## config.mk

```make
export PLATFORM = sky130hd
export DESIGN_NAME = pipe_stage_chain
export DESIGN_NICKNAME = d
export VERILOG_FILES = /design/src/rtl/pipe_stage_chain_pkg.sv /design/src/rtl/pipe_stage_chain_reg.sv /design/src/rtl/pipe_stage_chain.sv
export SDC_FILE = /design/constraint.sdc
export NUM_CORES = 1
export LEC_CHECK = 0
export ABC_CLOCK_PERIOD_IN_PS = 3700
export BUFFER_PORTS_ARGS = -buffer_cell sky130_fd_sc_hd__buf_4
export CELL_PAD_IN_SITES_DETAIL_PLACEMENT = 1
export CELL_PAD_IN_SITES_GLOBAL_PLACEMENT = 2
export CORE_MARGIN = 2
export CORE_UTILIZATION = 35
export CTS_CLUSTER_DIAMETER = 200
export DETAILED_ROUTE_END_ITERATION = 10
export HOLD_SLACK_MARGIN = 0.12
export PLACE_DENSITY = 0.93
export SETUP_SLACK_MARGIN = 0.4
export SYNTH_ARGS = -nofsm -noshare
export SYNTH_HDL_FRONTEND = slang
export SYNTH_SLANG_ARGS = --single-unit
export TNS_END_PERCENT = 30
```

## constraint.sdc

```tcl
create_clock -name clock -period 3.7 [get_ports clock]
set_clock_uncertainty 0.2 [all_clocks]
set_input_delay 0.555 -clock clock [delete_from_list [all_inputs] [get_ports clock]]
set_output_delay 0.555 -clock clock [all_outputs]
set_load 0.02 [all_outputs]
```

## src/rtl/pipe_stage_chain_pkg.sv

```systemverilog
// rtl/pipe_stage_chain_pkg.sv - shared constants and helpers for the stage chain
package pipe_stage_chain_pkg;
    localparam int DEF_WIDTH   = 32;
    localparam int DEF_DEPTH   = 4;
    localparam int MAX_WIDTH   = 64;
    localparam int MAX_DEPTH   = 8;
    localparam int STALL_CNT_W = 16;
    localparam int OCC_W       = 4;

    // Counter sticks at all-ones instead of wrapping back to zero.
    function automatic logic [STALL_CNT_W-1:0] sat_inc(input logic [STALL_CNT_W-1:0] v);
        return (&v) ? v : v + {{(STALL_CNT_W-1){1'b0}}, 1'b1};
    endfunction
endpackage

```

## src/rtl/pipe_stage_chain_reg.sv

```systemverilog
// rtl/pipe_stage_chain_reg.sv - one payload register plus live bit (module pipe_stage_reg)
module pipe_stage_reg
    import pipe_stage_chain_pkg::*;
#(
    parameter int WIDTH = DEF_WIDTH
) (
    input  logic             clock,
    input  logic             resetn,
    input  logic             load_i,
    input  logic             clear_i,
    input  logic [WIDTH-1:0] data_i,
    output logic             live_o,
    output logic [WIDTH-1:0] data_o
);
    logic             live_q, live_d;
    logic [WIDTH-1:0] data_q, data_d;

    // Payload only moves on load, so an emptied stage keeps its old bits.
    always_comb begin
        live_d = live_q;
        data_d = data_q;
        if (load_i) begin
            live_d = 1'b1;
            data_d = data_i;
        end else if (clear_i) begin
            live_d = 1'b0;
        end
    end

    always_ff @(posedge clock or negedge resetn) begin
        if (!resetn) begin
            live_q <= 1'b0;
            data_q <= '0;
        end else begin
            live_q <= live_d;
            data_q <= data_d;
        end
    end

    assign live_o = live_q;
    assign data_o = data_q;
endmodule

```

## src/rtl/pipe_stage_chain.sv

```systemverilog
// rtl/pipe_stage_chain.sv - bubble-collapsing register chain with per-stage hold and flush
module pipe_stage_chain
    import pipe_stage_chain_pkg::*;
#(
    parameter int WIDTH = DEF_WIDTH,
    parameter int DEPTH = DEF_DEPTH
) (
    input  logic                   clock,
    input  logic                   resetn,
    input  logic                   in_valid,
    output logic                   in_ready,
    input  logic [WIDTH-1:0]       in_data,
    output logic                   out_valid,
    input  logic                   out_ready,
    output logic [WIDTH-1:0]       out_data,
    input  logic [DEPTH-1:0]       hold,
    input  logic [DEPTH-1:0]       flush,
    output logic [DEPTH-1:0]       stage_valid,
    output logic [DEPTH*WIDTH-1:0] stage_data,
    output logic [OCC_W-1:0]       occupancy,
    output logic [STALL_CNT_W-1:0] stall_cnt
);
    if (WIDTH < 1 || WIDTH > MAX_WIDTH || DEPTH < 1 || DEPTH > MAX_DEPTH) begin : g_bad_param
        $fatal(1, "pipe_stage_chain: WIDTH or DEPTH out of range");
    end

    logic [DEPTH-1:0]       live;
    logic [DEPTH-1:0]       adv;
    logic [DEPTH-1:0]       acc;
    logic [STALL_CNT_W-1:0] stall_cnt_q, stall_cnt_d;
    logic [OCC_W-1:0]       occ;

    // Readiness ripples from the output side back toward stage 0 in one cycle.
    always_comb begin
        logic room;
        adv  = '0;
        acc  = '0;
        room = out_ready;
        for (int k = DEPTH - 1; k >= 0; k--) begin
            adv[k] = live[k] & ~hold[k] & ~flush[k] & room;
            acc[k] = ~live[k] | adv[k] | flush[k];
            room   = acc[k];
        end
    end

    for (genvar k = 0; k < DEPTH; k++) begin : g_stage
        logic             src_valid;
        logic [WIDTH-1:0] src_data;
        if (k == 0) begin : g_head
            assign src_valid = in_valid;
            assign src_data  = in_data;
        end else begin : g_body
            assign src_valid = adv[k-1];
            assign src_data  = stage_data[(k-1)*WIDTH +: WIDTH];
        end

        pipe_stage_reg #(.WIDTH(WIDTH)) u_reg (
            .clock   (clock),
            .resetn  (resetn),
            .load_i  (acc[k] & src_valid),
            .clear_i (acc[k] & ~src_valid),
            .data_i  (src_data),
            .live_o  (live[k]),
            .data_o  (stage_data[k*WIDTH +: WIDTH])
        );
    end

    always_comb begin
        occ = '0;
        for (int k = 0; k < DEPTH; k++) begin
            occ = occ + OCC_W'(live[k]);
        end
    end

    always_comb begin
        stall_cnt_d = stall_cnt_q;
        if (in_valid && !acc[0]) begin
            stall_cnt_d = sat_inc(stall_cnt_q);
        end
    end

    always_ff @(posedge clock or negedge resetn) begin
        if (!resetn) begin
            stall_cnt_q <= '0;
        end else begin
            stall_cnt_q <= stall_cnt_d;
        end
    end

    assign in_ready    = acc[0];
    assign out_valid   = live[DEPTH-1] & ~flush[DEPTH-1];
    assign out_data    = stage_data[(DEPTH-1)*WIDTH +: WIDTH];
    assign stage_valid = live;
    assign occupancy   = occ;
    assign stall_cnt   = stall_cnt_q;
endmodule

```

# == Yosys cells after proc, flatten, opt, wreduce, memory -nomap -nowiden ==
# Cells that the tools add are included.
# word_totals
output_inout_bits,186
reg_bits,148
wordCells,75
# op_classes
reduce_logical,8
muxes,8
bitwise,46
addsub,4
# op_table
cell,n
bitwise AND 1 bit,21
NOT 1 bit,17
adder 16 x 1 -> 16 bit (second input constant),1
AND reduction 16 bit,1
2-to-1 mux 1 bit,8
OR 1 bit,8
nonzero test 2 bit,4
adder 3 x 1 -> 4 bit,1
adder 2 x 1 -> 3 bit,1
adder 1 x 1 -> 2 bit,1
AND reduction 2 bit,1
logical AND 1 bit,1
logical NOT 1 bit,1

# == Longest topological paths before layout ==
# logic_depth
depth_word,18
depth_mapped,8
ltp_nobuf,6

# == Hierarchy ==
# From an unflattened synthesis, not the netlist that was laid out.
# hier_totals
hier_cells,416
hier_area_um2,6810.3
# modules_own_cells
module,n_inst,seq_area_each_um2,area_each_um2,cells_per_inst
pipe_stage_reg,4,825.8,1377.6,71
pipe_stage_chain,1,400.4,1300.0,132

# == Worst setup path before layout ==
# OpenSTA, ideal clock, no wires.
# synth_path
path_kind,input to output
from,input port flush[1]
to,output port in_ready
path_slack_ns,1.361
path_stages,6
required_ns,2.945
t_arrival_ns,1.584
cell_sequence,nand2b_1 > a21oi_1 > and3_1 > buf_6 > clkbuf_1 > inv_1
# synth_between
elab_chain_cells,8
# synth_rtl
element,line_no,source
from (decl),pipe_stage_chain.sv:17,"input logic [DEPTH-1:0] flush,"
NOT 1 bit,pipe_stage_chain.sv:40,adv[k] = live[k] & ~hold[k] & ~flush[k] & room;
bitwise AND 1 bit (2 in a row),pipe_stage_chain.sv:40,
OR 1 bit,pipe_stage_chain.sv:41,acc[k] = ~live[k] | adv[k] | flush[k];
OR 1 bit (*),pipe_stage_chain.sv:41,
bitwise AND 1 bit (*),pipe_stage_chain.sv:40,
OR 1 bit (*) (2 in a row),pipe_stage_chain.sv:41,
to (decl),pipe_stage_chain.sv:11,"output logic in_ready,"
# Every way passes the cells marked *; elsewhere a longest branch is shown, timed or not.

# == Worst setup path after layout ==
# layout_path
from,register g_stage[0].u_reg.live_q
to,output port occupancy[1]
# layout_between
elab_chain_cells,3
# layout_rtl
element,line_no,source
from (decl),pipe_stage_chain_reg.sv:15,"logic live_q, live_d;"
from (signal assigned),pipe_stage_chain_reg.sv:35,live_q <= live_d;
adder 1 x 1 -> 2 bit,pipe_stage_chain.sv:71,occ = occ + OCC_W'(live[k]);
adder 2 x 1 -> 3 bit,pipe_stage_chain.sv:71,
adder 3 x 1 -> 4 bit,pipe_stage_chain.sv:71,
to (decl),pipe_stage_chain.sv:20,"output logic [OCC_W-1:0] occupancy,"
# Every way passes these cells.

==> impl_metrics.ini <==
[worst_setup_path]
cpLargestDelayFamily = adder cells
path_cells = inv_1, fa_1, inv_1, ha_1, ha_1, buf_4
endpoint = occupancy[1]
slowest_delay_ns = 0.53
worstPathMaxFanout = 3
startpoint = g_stage[0].u_reg.live_o$_DFFE_PN0P_
critPathBufInv = 3
crit_path_end_kind = output port
cp_data_required_time_ns = 2.94
arrival_ns = 2.06
r2r_start = g_stage[2].u_reg.live_o$_DFFE_PN0P_
r2r_end = g_stage[0].u_reg.data_o[1]$_DFFE_PN0P_
path_class = reg2out
crit_cells = 6
crit_slowest_cell = fa_1
worstRegToRegCells = 6
rrSetupSlack_ns = 1.15
critPathLaunchType = flop

[placed_design]
globalplace.congestion = 0.824
dpl_worst_slack_ns = 0.789
hpwl_mm = 11.6
portBuffers = 228
dp.cells = 836
postPlaceCellArea_um2 = 8000

[logic_synthesis]
ys_seq_elements = 148
ys_warn_count = 0
synth_ff_type = dfrtp_1
syn_inst = 427
seq_area_frac_synth_pct = 58.6
syn_area_um2 = 6320
synth_cell_type_count = 34
avgSynthCellArea_um2 = 14.8
synth-edff-count = 0
synthArstFlopShare_pct = 100
syn_nets = 475

[clock_network]
cts.sinks = 148
postCtsHoldBufs = 1
cts_buffers = 17
cts_tree = done
h-tree-depth = 4
cts_buffer_depth = 2
clock_latency_ns = 0.42
cts.reportedPaths.clkPinSlew_ns = 0.07
cts_setup_buffers = 0
cts.repair.resized = 0
clk_root_buffer_cell = clkbuf_16

[die]
die-area_um2 = 19100
ios = 230
row_count = 49
die_w_um = 138
start_util_pct = 35.4
die_h_um = 138
fp.coreArea_um2 = 17800

[layout]
drive_gt1_share_pct = 63.0
finalNetCount = 675
layout_commonest_cell = buf_4
diodes = 0
fin_area_um2 = 8640
instances_no_fill = 869
area_delta_synth_final_pct = 36.8
layout_common_cells = buf_4 (232), dfrtp_1 (148), mux2_2 (100)
n_fill_cell = 1811

[timing]
fin_crit_sh_pct = 76.1
min_period_ns = 2.81
rsz0062_at_grt = no
fin_ws_ns = 0.885
timing.fmax_mhz = 355
hold_viol_final = 0
setup_tns_ns = 0
worst_pin_slew_ns = 0.796
drv_slew = 0
max_slew_margin_pct = 46.9
setup_viol = 0

[pwr]
swShare_pct = 34.4
comb_power_share_pct = 32.8
leakage_uw = 0.00427
p_sw_uw = 2170
pwr-share-clk_pct = 29.1
p_seq_share_pct = 38.1
ir_drop_mv = 0.346
power_density_nw_per_um2 = 729
power.internal_uw = 4140

[global_route]
grt_start_max_net_pins = 88
antenna_found_initial = 0
grt_util_all_layers_pct = 17.1
grt_pass1_vias = 4672
overflow = 0
grt_pass1_wl_mm = 25.9

[drt]
ant_nets = 0
dr.pass1.iters = 4
drtIter0Drc = 98
route.detailed.drc = 0
wl_per_cell_um = 18.4
via_per_inst = 4.75
finalWirelength_mm = 16.0
vias = 4127

[outcome]
status = complete, no violations

[job]
cap_violations = 0

[worst_hold_path]
min_path_type = in2reg
## how the worst min path moves through the flow
| stage | startpoint | to | slack, ns | cells past startpoint |
|---|---|---|---|---|
| floorplan | resetn | g_stage[0].u_reg.data_o[0]$_DFFE_PN0P_ | 0.06 | 0 |
| CTS | in_data[28] | g_stage[0].u_reg.data_o[28]$_DFFE_PN0P_ | 0.14 | 2 |
| global placement | stall_cnt[5]$_DFFE_PN0P_ | stall_cnt[5]$_DFFE_PN0P_ | 0.29 | 1 |
| detailed placement | stall_cnt[5]$_DFFE_PN0P_ | stall_cnt[5]$_DFFE_PN0P_ | 0.30 | 1 |
| finish | in_data[30] | g_stage[0].u_reg.data_o[30]$_DFFE_PN0P_ | 0.16 | 2 |
| global route | in_data[29] | g_stage[0].u_reg.data_o[29]$_DFFE_PN0P_ | 0.14 | 2 |
## Yosys cell counts (5+ instances only)
cell type,n,area [um^2]
nor2_1,7,26.3
clkbuf_1,5,18.8
buf_4,40,300
buf_2,5,25.0
mux2_2,100,1130
nand3_1,7,35.0
nand4_1,14,87.6
inv_1,9,33.8
nand2b_1,5,31.3
dfrtp_1,148,3700
mux2_4,30,450
xnor2_1,13,114
and3_1,7,43.8
## final cells by class
| class | instances | area (um^2) | area share [%] |
|---|---|---|---|
| Clock buffer | 18 | 439 | 5.08 |
| Clock inverter | 14 | 195 | 2.26 |
| Inverter | 9 | 33.8 | 0.391 |
| Multi-Input combinational cell | 215 | 2180 | 25.2 |
| Sequential cell | 148 | 3700 | 42.8 |
| Tap cell | 229 | 287 | 3.31 |
| Timing Repair Buffer | 236 | 1800 | 20.9 |
## cell families (layout without fill, tap and decap cells)
logic type	count (synthesis)	in the layout	synth area share, %
buffers and inverters	64	277	7.29
multiplexers	131	131	25.1
flip-flops	148	148	58.6
other	1	1	0.0594
AO/OA/AOI/OAI	10	10	0.990
XOR/XNOR	13	13	1.80
AND/OR/NAND/NOR	56	56	5.17
adder cells (fa/ha/maj)	4	4	0.911
## state kept, by name, indices dropped and copies added (netlist names)
signal,cells
stall_cnt,16
g_stage.u_reg.live_o,4
g_stage.u_reg.data_o,128
## power by group through the flow
stage               logic [uW]  registers [uW]  clock network (uW)
floorplan                  717            2840                   0
global placement          2040            2390                   0
detailed placement        2090            2430                   0
finish                    2070            2400                1840
global route              2180            2470                1960
CTS                       2100            2410                1880
## metrics by stage
| stage | utilization (%) | hold slack, ns | total power [uW] |
|---|---|---|---|
| floorplan | - | 0.0594 | 3560 |
| global route | 48.4 | 0.141 | 6600 |
| CTS | 48.4 | 0.144 | 6390 |
| finish | 48.4 | 0.162 | 6300 |
| detailed placement | 44.8 | 0.299 | 4520 |
| global placement | 44.8 | 0.287 | 4430 |
## per-layer routing
layer  GRT usage, %  up-vias  routed length, um
met1           20.0     2117               6430
met2           30.1      150               8490
li1               -     1837                  -
met4           6.18        0                316
met3           4.61       23                763
met5              0        -                  0
No activity file was read; power rests on OpenSTA's default activity.
